### src/rtl/loader_pkg.sv
// Shared definitions for the program loader.
//   state_e        : loader FSM states
//   LEN_W          : width of the big-endian word-count field
//   BYTES_PER_WORD : stream bytes assembled into one instruction word
package loader_pkg;

  localparam int LEN_W          = 16;
  localparam int BYTES_PER_WORD = 4;

  typedef enum logic [2:0] {
    IDLE,
    LEN_HI,
    LEN_LO,
    WORD,
    CHECK,
    DONE,
    ERR
  } state_e;

endpackage

### src/rtl/byte_packer.sv
// Big-endian byte-to-word assembler for the program loader.
//   clk, rst     : clock, synchronous active-high reset
//   clr_i        : restart assembly at byte 0 (has priority over shift_i)
//   shift_i      : shift byte_i in as the newest (least significant) byte
//   byte_i       : stream byte
//   word_o       : word formed by the three held bytes plus byte_i
//   word_full_o  : high in the cycle the 4th byte of a word is shifted in
// word_o/word_full_o look at the byte being shifted this cycle, so the
// parent can register the complete word on the same edge that accepts
// its last byte. That keeps the stream free of bubbles.
module byte_packer
  import loader_pkg::*;
(
  input  logic        clk,
  input  logic        rst,
  input  logic        clr_i,
  input  logic        shift_i,
  input  logic [7:0]  byte_i,
  output logic [31:0] word_o,
  output logic        word_full_o
);

  logic [23:0] shreg_q, shreg_d;
  logic [1:0]  idx_q, idx_d;

  always_comb begin
    shreg_d = shreg_q;
    idx_d   = idx_q;
    if (clr_i) begin
      shreg_d = '0;
      idx_d   = '0;
    end else if (shift_i) begin
      shreg_d = {shreg_q[15:0], byte_i};
      idx_d   = idx_q + 2'd1;   // wraps mod 4
    end
  end

  always_ff @(posedge clk) begin
    if (rst) begin
      shreg_q <= '0;
      idx_q   <= '0;
    end else begin
      shreg_q <= shreg_d;
      idx_q   <= idx_d;
    end
  end

  assign word_o      = {shreg_q, byte_i};
  assign word_full_o = shift_i && (idx_q == 2'(BYTES_PER_WORD - 1));

endmodule

### src/rtl/prog_loader.sv
// Byte-stream program loader: writes 32-bit words into instruction memory
// while holding the core stopped, then releases it.
// Stream: N (16-bit BE), 4*N payload bytes (BE words), XOR checksum byte.
//   clk, rst          : clock, synchronous active-high reset
//   start             : begin a load (sampled only in IDLE)
//   byte_valid/_data  : source byte; transfer on byte_valid & byte_ready
//   byte_ready        : loader accepts a byte
//   im_wren/addr/data : registered instruction-memory write port
//   cpu_hold          : keeps the core stopped while high
//   busy              : high outside IDLE
//   done              : one-cycle pulse on successful completion
//   err               : sticky error, cleared by the next start or rst
module prog_loader
  import loader_pkg::*;
#(
  parameter int ADDR_W        = 8,
  parameter bit HOLD_AT_RESET = 1'b1
) (
  input  logic              clk,
  input  logic              rst,
  input  logic              start,
  input  logic              byte_valid,
  input  logic [7:0]        byte_data,
  output logic              byte_ready,
  output logic              im_wren,
  output logic [ADDR_W-1:0] im_addr,
  output logic [31:0]       im_data,
  output logic              cpu_hold,
  output logic              busy,
  output logic              done,
  output logic              err
);

  // One bit wider than the length field so 2^ADDR_W itself is representable.
  localparam logic [LEN_W:0] CAPACITY = {{LEN_W{1'b0}}, 1'b1} << ADDR_W;

  state_e             state_q, state_d;
  logic [7:0]         len_hi_q, len_hi_d;
  logic [LEN_W-1:0]   len_q, len_d;
  logic [ADDR_W-1:0]  widx_q, widx_d;
  logic [7:0]         csum_q, csum_d;
  logic               err_q, err_d;
  logic               done_q, done_d;
  logic               hold_q, hold_d;
  logic               wren_q, wren_d;
  logic [ADDR_W-1:0]  addr_q, addr_d;
  logic [31:0]        data_q, data_d;

  logic               accept;
  logic [LEN_W-1:0]   len_full;
  logic               last_word;
  logic               packer_clr;
  logic               packer_shift;
  logic [31:0]        packed_word;
  logic               word_full;

  assign byte_ready = (state_q == LEN_HI) || (state_q == LEN_LO) ||
                      (state_q == WORD)   || (state_q == CHECK);
  assign busy       = (state_q != IDLE);
  assign accept     = byte_valid && byte_ready;
  assign len_full   = {len_hi_q, byte_data};
  // In WORD the count is at least 1 and at most 2^ADDR_W, so len_q-1 fits.
  assign last_word  = (LEN_W'(widx_q) == (len_q - LEN_W'(1)));

  assign packer_clr   = (state_q == LEN_LO) && accept;
  assign packer_shift = (state_q == WORD) && accept;

  byte_packer u_packer (
    .clk         (clk),
    .rst         (rst),
    .clr_i       (packer_clr),
    .shift_i     (packer_shift),
    .byte_i      (byte_data),
    .word_o      (packed_word),
    .word_full_o (word_full)
  );

  always_comb begin
    state_d  = state_q;
    len_hi_d = len_hi_q;
    len_d    = len_q;
    widx_d   = widx_q;
    csum_d   = csum_q;
    err_d    = err_q;
    done_d   = 1'b0;
    hold_d   = hold_q;
    wren_d   = 1'b0;
    addr_d   = addr_q;
    data_d   = data_q;

    case (state_q)
      IDLE: begin
        if (start) begin
          err_d   = 1'b0;
          csum_d  = '0;
          hold_d  = 1'b1;
          state_d = LEN_HI;
        end
      end
      LEN_HI: begin
        if (accept) begin
          len_hi_d = byte_data;
          csum_d   = csum_q ^ byte_data;
          state_d  = LEN_LO;
        end
      end
      LEN_LO: begin
        if (accept) begin
          len_d  = len_full;
          csum_d = csum_q ^ byte_data;
          widx_d = '0;
          if ({1'b0, len_full} > CAPACITY) begin
            err_d   = 1'b1;   // raised on entry so it is visible during ERR
            state_d = ERR;
          end else if (len_full == '0) begin
            state_d = CHECK;
          end else begin
            state_d = WORD;
          end
        end
      end
      WORD: begin
        if (accept) begin
          csum_d = csum_q ^ byte_data;
          if (word_full) begin
            wren_d = 1'b1;
            addr_d = widx_q;
            data_d = packed_word;
            widx_d = widx_q + ADDR_W'(1);   // wraps to 0 after a full fill
            if (last_word) begin
              state_d = CHECK;
            end
          end
        end
      end
      CHECK: begin
        if (accept) begin
          if (byte_data == csum_q) begin
            done_d  = 1'b1;
            hold_d  = 1'b0;
            state_d = DONE;
          end else begin
            err_d   = 1'b1;
            state_d = ERR;
          end
        end
      end
      DONE:    state_d = IDLE;
      ERR:     state_d = IDLE;
      default: state_d = IDLE;
    endcase
  end

  always_ff @(posedge clk) begin
    if (rst) begin
      state_q  <= IDLE;
      len_hi_q <= '0;
      len_q    <= '0;
      widx_q   <= '0;
      csum_q   <= '0;
      err_q    <= 1'b0;
      done_q   <= 1'b0;
      hold_q   <= HOLD_AT_RESET;
      wren_q   <= 1'b0;
      addr_q   <= '0;
      data_q   <= '0;
    end else begin
      state_q  <= state_d;
      len_hi_q <= len_hi_d;
      len_q    <= len_d;
      widx_q   <= widx_d;
      csum_q   <= csum_d;
      err_q    <= err_d;
      done_q   <= done_d;
      hold_q   <= hold_d;
      wren_q   <= wren_d;
      addr_q   <= addr_d;
      data_q   <= data_d;
    end
  end

  assign im_wren  = wren_q;
  assign im_addr  = addr_q;
  assign im_data  = data_q;
  assign cpu_hold = hold_q;
  assign done     = done_q;
  assign err      = err_q;

endmodule

### config.mk
export PLATFORM = sky130hd
export DESIGN_NAME = prog_loader
export DESIGN_NICKNAME = d
export VERILOG_FILES = /design/src/rtl/loader_pkg.sv /design/src/rtl/byte_packer.sv /design/src/rtl/prog_loader.sv
export SDC_FILE = /design/constraint.sdc
export NUM_CORES = 1
export LEC_CHECK = 0
export ABC_CLOCK_PERIOD_IN_PS = 2500
export BUFFER_PORTS_ARGS = -buffer_cell sky130_fd_sc_hd__buf_2
export CAP_MARGIN = 25
export CORE_MARGIN = 3
export CORE_UTILIZATION = 36
export DETAILED_ROUTE_END_ITERATION = 12
export PLACE_DENSITY_LB_ADDON = 0.15
export SYNTH_ARGS = -nofsm -noshare
export SYNTH_HDL_FRONTEND = slang
export SYNTH_SLANG_ARGS = --single-unit
### constraint.sdc
create_clock -name clk -period 2.5 [get_ports clk]
set_clock_uncertainty 0.2 [all_clocks]
set_input_delay 0.75 -clock clk [delete_from_list [all_inputs] [get_ports clk]]
set_output_delay 0.75 -clock clk [all_outputs]
set_load 0.05 [all_outputs]
==> results of run 1 <==
flip-flops by register name (all words and copies together), names as in the netlist:
register / count
u_packer.shreg_q: 24
len_q: 16
err: 1
len_hi_q: 8
csum_q: 8
u_packer.idx_q: 2
state_q: 3
done: 1
cpu_hold: 1
widx_q: 8
im_data: 32
im_addr: 8
im_wren: 1
what timing repair did:
| item | CTS | global route |
|---|---|---|
| gates cloned | 0 | 0 |
| hold buffers | 0 | 0 |
| setup endpoints to repair | 5 | 5 |
| buffers inserted | 1 | 0 |
| pin swaps | 3 | 0 |
| resized for setup | 7 | 7 |
placed cells by master, fill, tap and decap left out, types with 6 or more instances in the layout:
| master | count |
|---|---|
| a21oi_1 | 90 |
| buf_2 | 56 |
| buf_4 | 49 |
| clkbuf_16 | 17 |
| dfxtp_1 | 111 |
| inv_1 | 9 |
| mux2i_1 | 9 |
| nand2_1 | 175 |
| nand2b_1 | 9 |
| nand3_1 | 6 |
| nor2_1 | 33 |
| nor2b_1 | 9 |
| nor3_1 | 6 |
| o21ai_0 | 17 |
| xnor2_1 | 8 |
| xor2_1 | 9 |
through the flow:
stage	instances	total power [mW]	instance area (µm²)	hold slack, ps	utilization (%)
final	880	5.97	6230	247	48.6
after CTS	880	5.96	6200	252	48.4
after global routing	880	6.27	6230	263	48.6
after detailed placement	847	3.37	5540	244	43.2
after global placement	847	3.35	5540	240	43.2
after floorplan	610	2.98	4840	232	-
kinds of logic (layout without fill, tap and decap cells):
kind of cell               count (synthesis)  count (layout)  share of synthesized area, %
muxes                                     11              11                          2.34
xor gates and xnor gates                  17              17                          3.09
adders and majority gates                  3               3                         0.779
buffers and inverters                     51             149                          4.65
DFF                                      113             113                          47.0
AOI/OAI and AO/OA                        132             132                          15.6
and+or+nand+nor                          283             283                          26.5
worst max-delay path, cell delays in order (launching register included):
cell and delay (ps):
dfxtp_2 310, or4_4 530, or3_1 320, o32a_1 170, or4b_1 460, o311a_1 310, a211oi_2 130
report_power, final:
| group | total [mW] | internal, mW | switching, mW |
|---|---|---|---|
| Sequential | 2.02 | 1.91 | 0.111 |
| Combinational | 1.41 | 0.588 | 0.824 |
| Clock | 2.53 | 1.71 | 0.824 |
layer usage:
| metal | GRT usage [%] | up-vias |
|---|---|---|
| li1 | - | 2246 |
| met1 | 23.8 | 2079 |
| met2 | 26.2 | 116 |
| met3 | 4.41 | 15 |
| met4 | 7.56 | 0 |
| met5 | 0 | - |
worst min-delay path by stage:
stage	end	slack, ps
2_1_floorplan	csum_q[4]	230
3_3_place_gp	im_addr[6]	240
3_5_place_dp	im_addr[7]	240
4_1_cts	im_addr[7]	250
5_1_grt	im_data[22]	260
6_report	im_addr[6]	250
area by class of cell:
class	count	area, µm²	share of cell area, %
Clock buffer	21	460	7.39
Tap cell	172	215	3.45
Clock inverter	11	160	2.57
Timing Repair Buffer	108	696	11.2
Inverter	9	33.8	0.542
Multi-Input combinational cell	446	2400	38.5
Sequential cell	113	2260	36.3
==> summary.txt, run 1 <==
Setup path
  • Critical path type: reg -> reg
  • Setup crit end kind: flip-flop
  • Arr. time, crit path: 2650 ps
  • Critical path launch point type: flip-flop
  • CP Max Fanout: 3
  • R2r setup slk: -10 ps
  • Reg2reg end: state_q[2]
  • R2R Path Start: len_q[4]
  • Critical path startpoint: len_q[4]
  • Worst r2r path cells: 6
  • Crit path to: state_q[2]
  • CP Data Required Time: 2640 ps

Yosys
  • Mapped Nets: 625
  • Share of the synthesized area in the top cell type: 47.0%
  • Dominant cell type by area after synthesis: dfxtp_1
  • Syn Inst Count: 610
  • Yosys reg bits: 113
  • Netlist cell types: 56
  • Post-synth EDFFs: 0
  • Synth Cell Area: 0.00482 mm²
  • Syn. warnings: 0
  • Ys async rst share: 0%
  • Post-synth top cells: nand2_1, dfxtp_1, a21oi_1
  • Sequential area share after synthesis: 47.0%
  • Area contributors post-synth: dfxtp_1, nand2_1, a21oi_1, clkbuf_1, nor2_1
  • Top_reg_cell synth: dfxtp_1
  • Avg Inst Size Synth: 7.90 µm²
  • Cell with the most instances after synthesis: nand2_1

Placement
  • Worst slack, placed: -155 ps
  • DP HPWL: 8410 µm
  • IO buf count: 57
  • RD Place Congestion: 0.906

Timing
  • Minimum clock period: 2510 ps
  • Final hold violation count: 0
  • Slew headroom: 65.5%
  • Final period utilization: 100%
  • Final setup fails: 2
  • Slew Limit Fails: 0
  • Worst slew pin tran: 517 ps
  • RSZ-0062 raised after global routing: true
  • Maximum clock frequency: 398 MHz
  • Final TNS setup: -13.0 ps
  • Final WS setup: -10.5 ps

Status
  • Status: complete, but fails checks
  • Failing checks: negative setup slack

Global route
  • Vias in the first global route: 4107
  • Total GRT Usage: 17.5%
  • GRT overflow: 0
  • Initial antenna violation count: 0
  • First-pass GRT wire length: 20300 µm
  • Largest net degree at the start of global routing: 61

Detailed routing
  • DR vias/cell: 5.06
  • Antenna Nets Post-Route: 0
  • DR WL/cell: 14.0 µm
  • Wire length on met3: 619 µm
  • Met2 Wirelength: 5440 µm
  • # DRC: 0
  • Top routing layer in use: met4
  • TritonRoute pass-1 iters: 5
  • 1st-iter DRT viols: 250
  • Via count of the routed design: 4456
  • WL met1: 6060 µm
  • Post-Route WL: 12300 µm

Clock tree
  • Register clock-pin slew on the reported worst setup and hold paths: 50 ps
  • CTS buffer count: 17
  • CTS Root Cell: clkbuf_16
  • H-tree Lvls: 4
  • CTS Sinks: 113
  • Clock Path Buffers: 2
  • CTS tree: done
  • Worst skew pair latency: 420 ps

Layout
  • Total Nets Final: 710
  • Fillcell total: 1302
  • Layout area overhead: 29.4%
  • Layout cell share with drive strength beyond 1: 22.3%
  • Diode count: 0

Min path
  • Hold path depth: 2
  • Hold/Removal Path Class: reg -> reg
  • Hold_sp: im_addr[6]

Floorplan
  • Die height: 122 µm
  • Starting density of the core: 37.6%
  • I/O Pins: 58
  • Die W: 122 µm
  • Die ar.: 0.0148 mm²
  • Core Footprint: 0.0128 mm²
  • Rows: 41

Pwr
  • Peak supply drop: 0.588 mV
  • Pleak: 2.39 nW
  • Pwr dens: 958 mW/mm²

Job
  • Max Cap Viol: 0
Power figures use the tool's default switching activity.
==> inputs of run 2 (changes only) <==
- CAP_MARGIN: 25 -> not set
- CELL_PAD_IN_SITES_DETAIL_PLACEMENT: not set -> 2
- CELL_PAD_IN_SITES_GLOBAL_PLACEMENT: not set -> 2
- CORE_UTILIZATION: 36 -> 31
- TNS_END_PERCENT: not set -> 1
==> run 2 against run 1 <==
Worst hold slack improved by 8.0 ps. Critical path depth unchanged. Sequential cell count unchanged. Non-clock buffer count increased by 3. Largest power group unchanged. Utilization decreased by 6.7 points. Total power decreased by 0.28%. Sequential share of layout area unchanged. Cell count increased by 1.5%. The flow still finishes with violations (negative setup slack). Sequential power about the same. Critical endpoint unchanged.
==> summary.txt, run 2 (same netlist as run 1, synthesis figures left out) <==
Detailed routing
  • # DRC: 0
  • Met2 Wirelength: 7850 µm
  • TritonRoute pass-1 iters: 4
  • Post-Route WL: 16400 µm
  • Via count of the routed design: 4637
  • DR WL/cell: 18.4 µm
  • Antenna Nets Post-Route: 0
  • Top routing layer in use: met4
  • WL met1: 7850 µm
  • Wire length on met3: 464 µm
  • DR vias/cell: 5.19
  • 1st-iter DRT viols: 229

Layout
  • Layout Cells excl Fill: 893
  • Total Nets Final: 713
  • Diode count: 0
  • Layout area overhead: 29.4%
  • Most frequent cells in the layout: nand2_1, dfxtp_1, a21oi_1
  • Layout cell share with drive strength beyond 1: 22.8%
  • Commonest non-fill, non-tap cell in the layout: nand2_1
  • Largest register FFs: 32

Timing
  • Slew Limit Fails: 0
  • Worst slew pin tran: 815 ps
  • Final hold violation count: 0
  • Maximum clock frequency: 387 MHz
  • Minimum clock period: 2580 ps
  • Slew headroom: 45.3%
  • RSZ-0062 raised after global routing: true
  • Final period utilization: 103%
  • Final WS setup: -81.2 ps
  • Final setup fails: 1

Placement
  • Worst slack, placed: -266 ps
  • Placed cell count: 863
  • RD Place Congestion: 0.842
  • DP HPWL: 11300 µm
  • IO buf count: 57

Floorplan
  • I/O Pins: 58
  • Rows: 44
  • Core Footprint: 0.0149 mm²
  • Starting density of the core: 32.4%
  • Die height: 131 µm
  • Die W: 131 µm
  • Die ar.: 0.0171 mm²

Global route
  • First-pass GRT wire length: 27000 µm
  • Vias in the first global route: 5071
  • Total GRT Usage: 20.4%
  • Initial antenna violation count: 0
  • GRT overflow: 0
  • Largest net degree at the start of global routing: 41

Clock tree
  • CTS tree: done
  • Clock Path Buffers: 2
  • H-tree Lvls: 4
  • Register clock-pin slew on the reported worst setup and hold paths: 50 ps
  • Worst skew pair latency: 420 ps
  • CTS Sinks: 113
  • CTS Root Cell: clkbuf_16
  • Post-CTS Setup Repair Bufs: 0
  • CTS buffer count: 17

Setup path
  • CP Data Required Time: 2640 ps
  • R2R Path Start: len_q[7]
  • Critical path buffer and inverter count: 0
  • Setup crit end kind: flip-flop
  • Critical path launch point type: flip-flop
  • CP Max Fanout: 2
  • R2r setup slk: -80 ps
  • Crit path max-delay family: simple AND/OR/NAND/NOR gates
  • Critical path type: reg -> reg
  • Max stage delay on crit path: 520 ps
  • Worst r2r path cells: 6
  • Ordered cell list for the critical path: or4_4 -> or3_1 -> o32a_1 -> or4b_1 -> o311a_1 -> a211oi_2
  • Reg2reg end: state_q[2]
  • Max stage delay cell, worst path: or4_4
  • Arr. time, crit path: 2720 ps

Min path
  • Worst Hold Endpoint: im_data[2]
  • Hold_sp: im_data[2]
  • Hold/Removal Path Class: reg -> reg
  • Hold path depth: 2

Job
  • Max Cap Viol: 0

Pwr
  • Peak supply drop: 0.674 mV
  • Pwr dens: 955 mW/mm²
  • Pleak: 2.39 nW

Status
  • Status: complete, but fails checks
  • Failing checks: negative setup slack
## run 2: what timing repair did
item | in CTS | in global routing
hold buffers | 0 | 0
gates resized for setup | 15 | 6
setup endpoints to repair | 5 | 5
pin swaps | 5 | 1
## run 2: layer usage
layer | vias up | global-route usage [%]
met5 | - | 0
met4 | 0 | 6.17
li1 | 2246 | -
met3 | 23 | 4.88
met2 | 69 | 33.9
met1 | 2299 | 26.2
## run 2: tightest hold or removal path, stage by stage, from the launching register on
cell and delay, ps:
dfxtp_1 300, nand2_1 50, a21oi_1 50
## run 2: cell type report
cell class	count	area [µm²]
fill	1695	8630
multi-input combinational	446	2420
sequential	113	2260
timing repair buffer	111	724
clock buffer	19	443
tap	184	230
clock inverter	11	116
inverter	9	33.8
## run 2: worst max-delay path by stage
stage                     cells after the start    startpoint  slack [ps]         end
after CTS                                     6      len_q[7]         -70  state_q[2]
after floorplan                               8    byte_valid        -140  state_q[2]
after global placement                        7  byte_data[6]        -180  state_q[2]
after detailed placement                      8  byte_data[6]        -270  state_q[0]
after global routing                          6      len_q[7]        -130  state_q[2]
final                                         6      len_q[7]         -80  state_q[2]
## run 2: metrics by stage
step / utilization [%] / hold WS [ps] / cell area, µm² / setup TNS, ps / power (mW)
4_1_cts: 41.8 / 260 / 6210 / -68.2 / 5.96
6_report: 41.9 / 255 / 6230 / -81.2 / 5.95
2_1_floorplan: - / 232 / 4830 / -406 / 2.97
3_3_place_gp: 37.5 / 241 / 5580 / -591 / 3.43
5_1_grt: 41.9 / 282 / 6230 / -260 / 6.26
3_5_place_dp: 37.5 / 251 / 5580 / -1080 / 3.50
## run 2: where the power goes
part	switching (mW)	total, mW	internal [mW]
Sequential	0.129	2.04	1.91
Combinational	0.947	1.59	0.640
Clock	0.856	2.32	1.47
Total	1.93	5.95	4.02
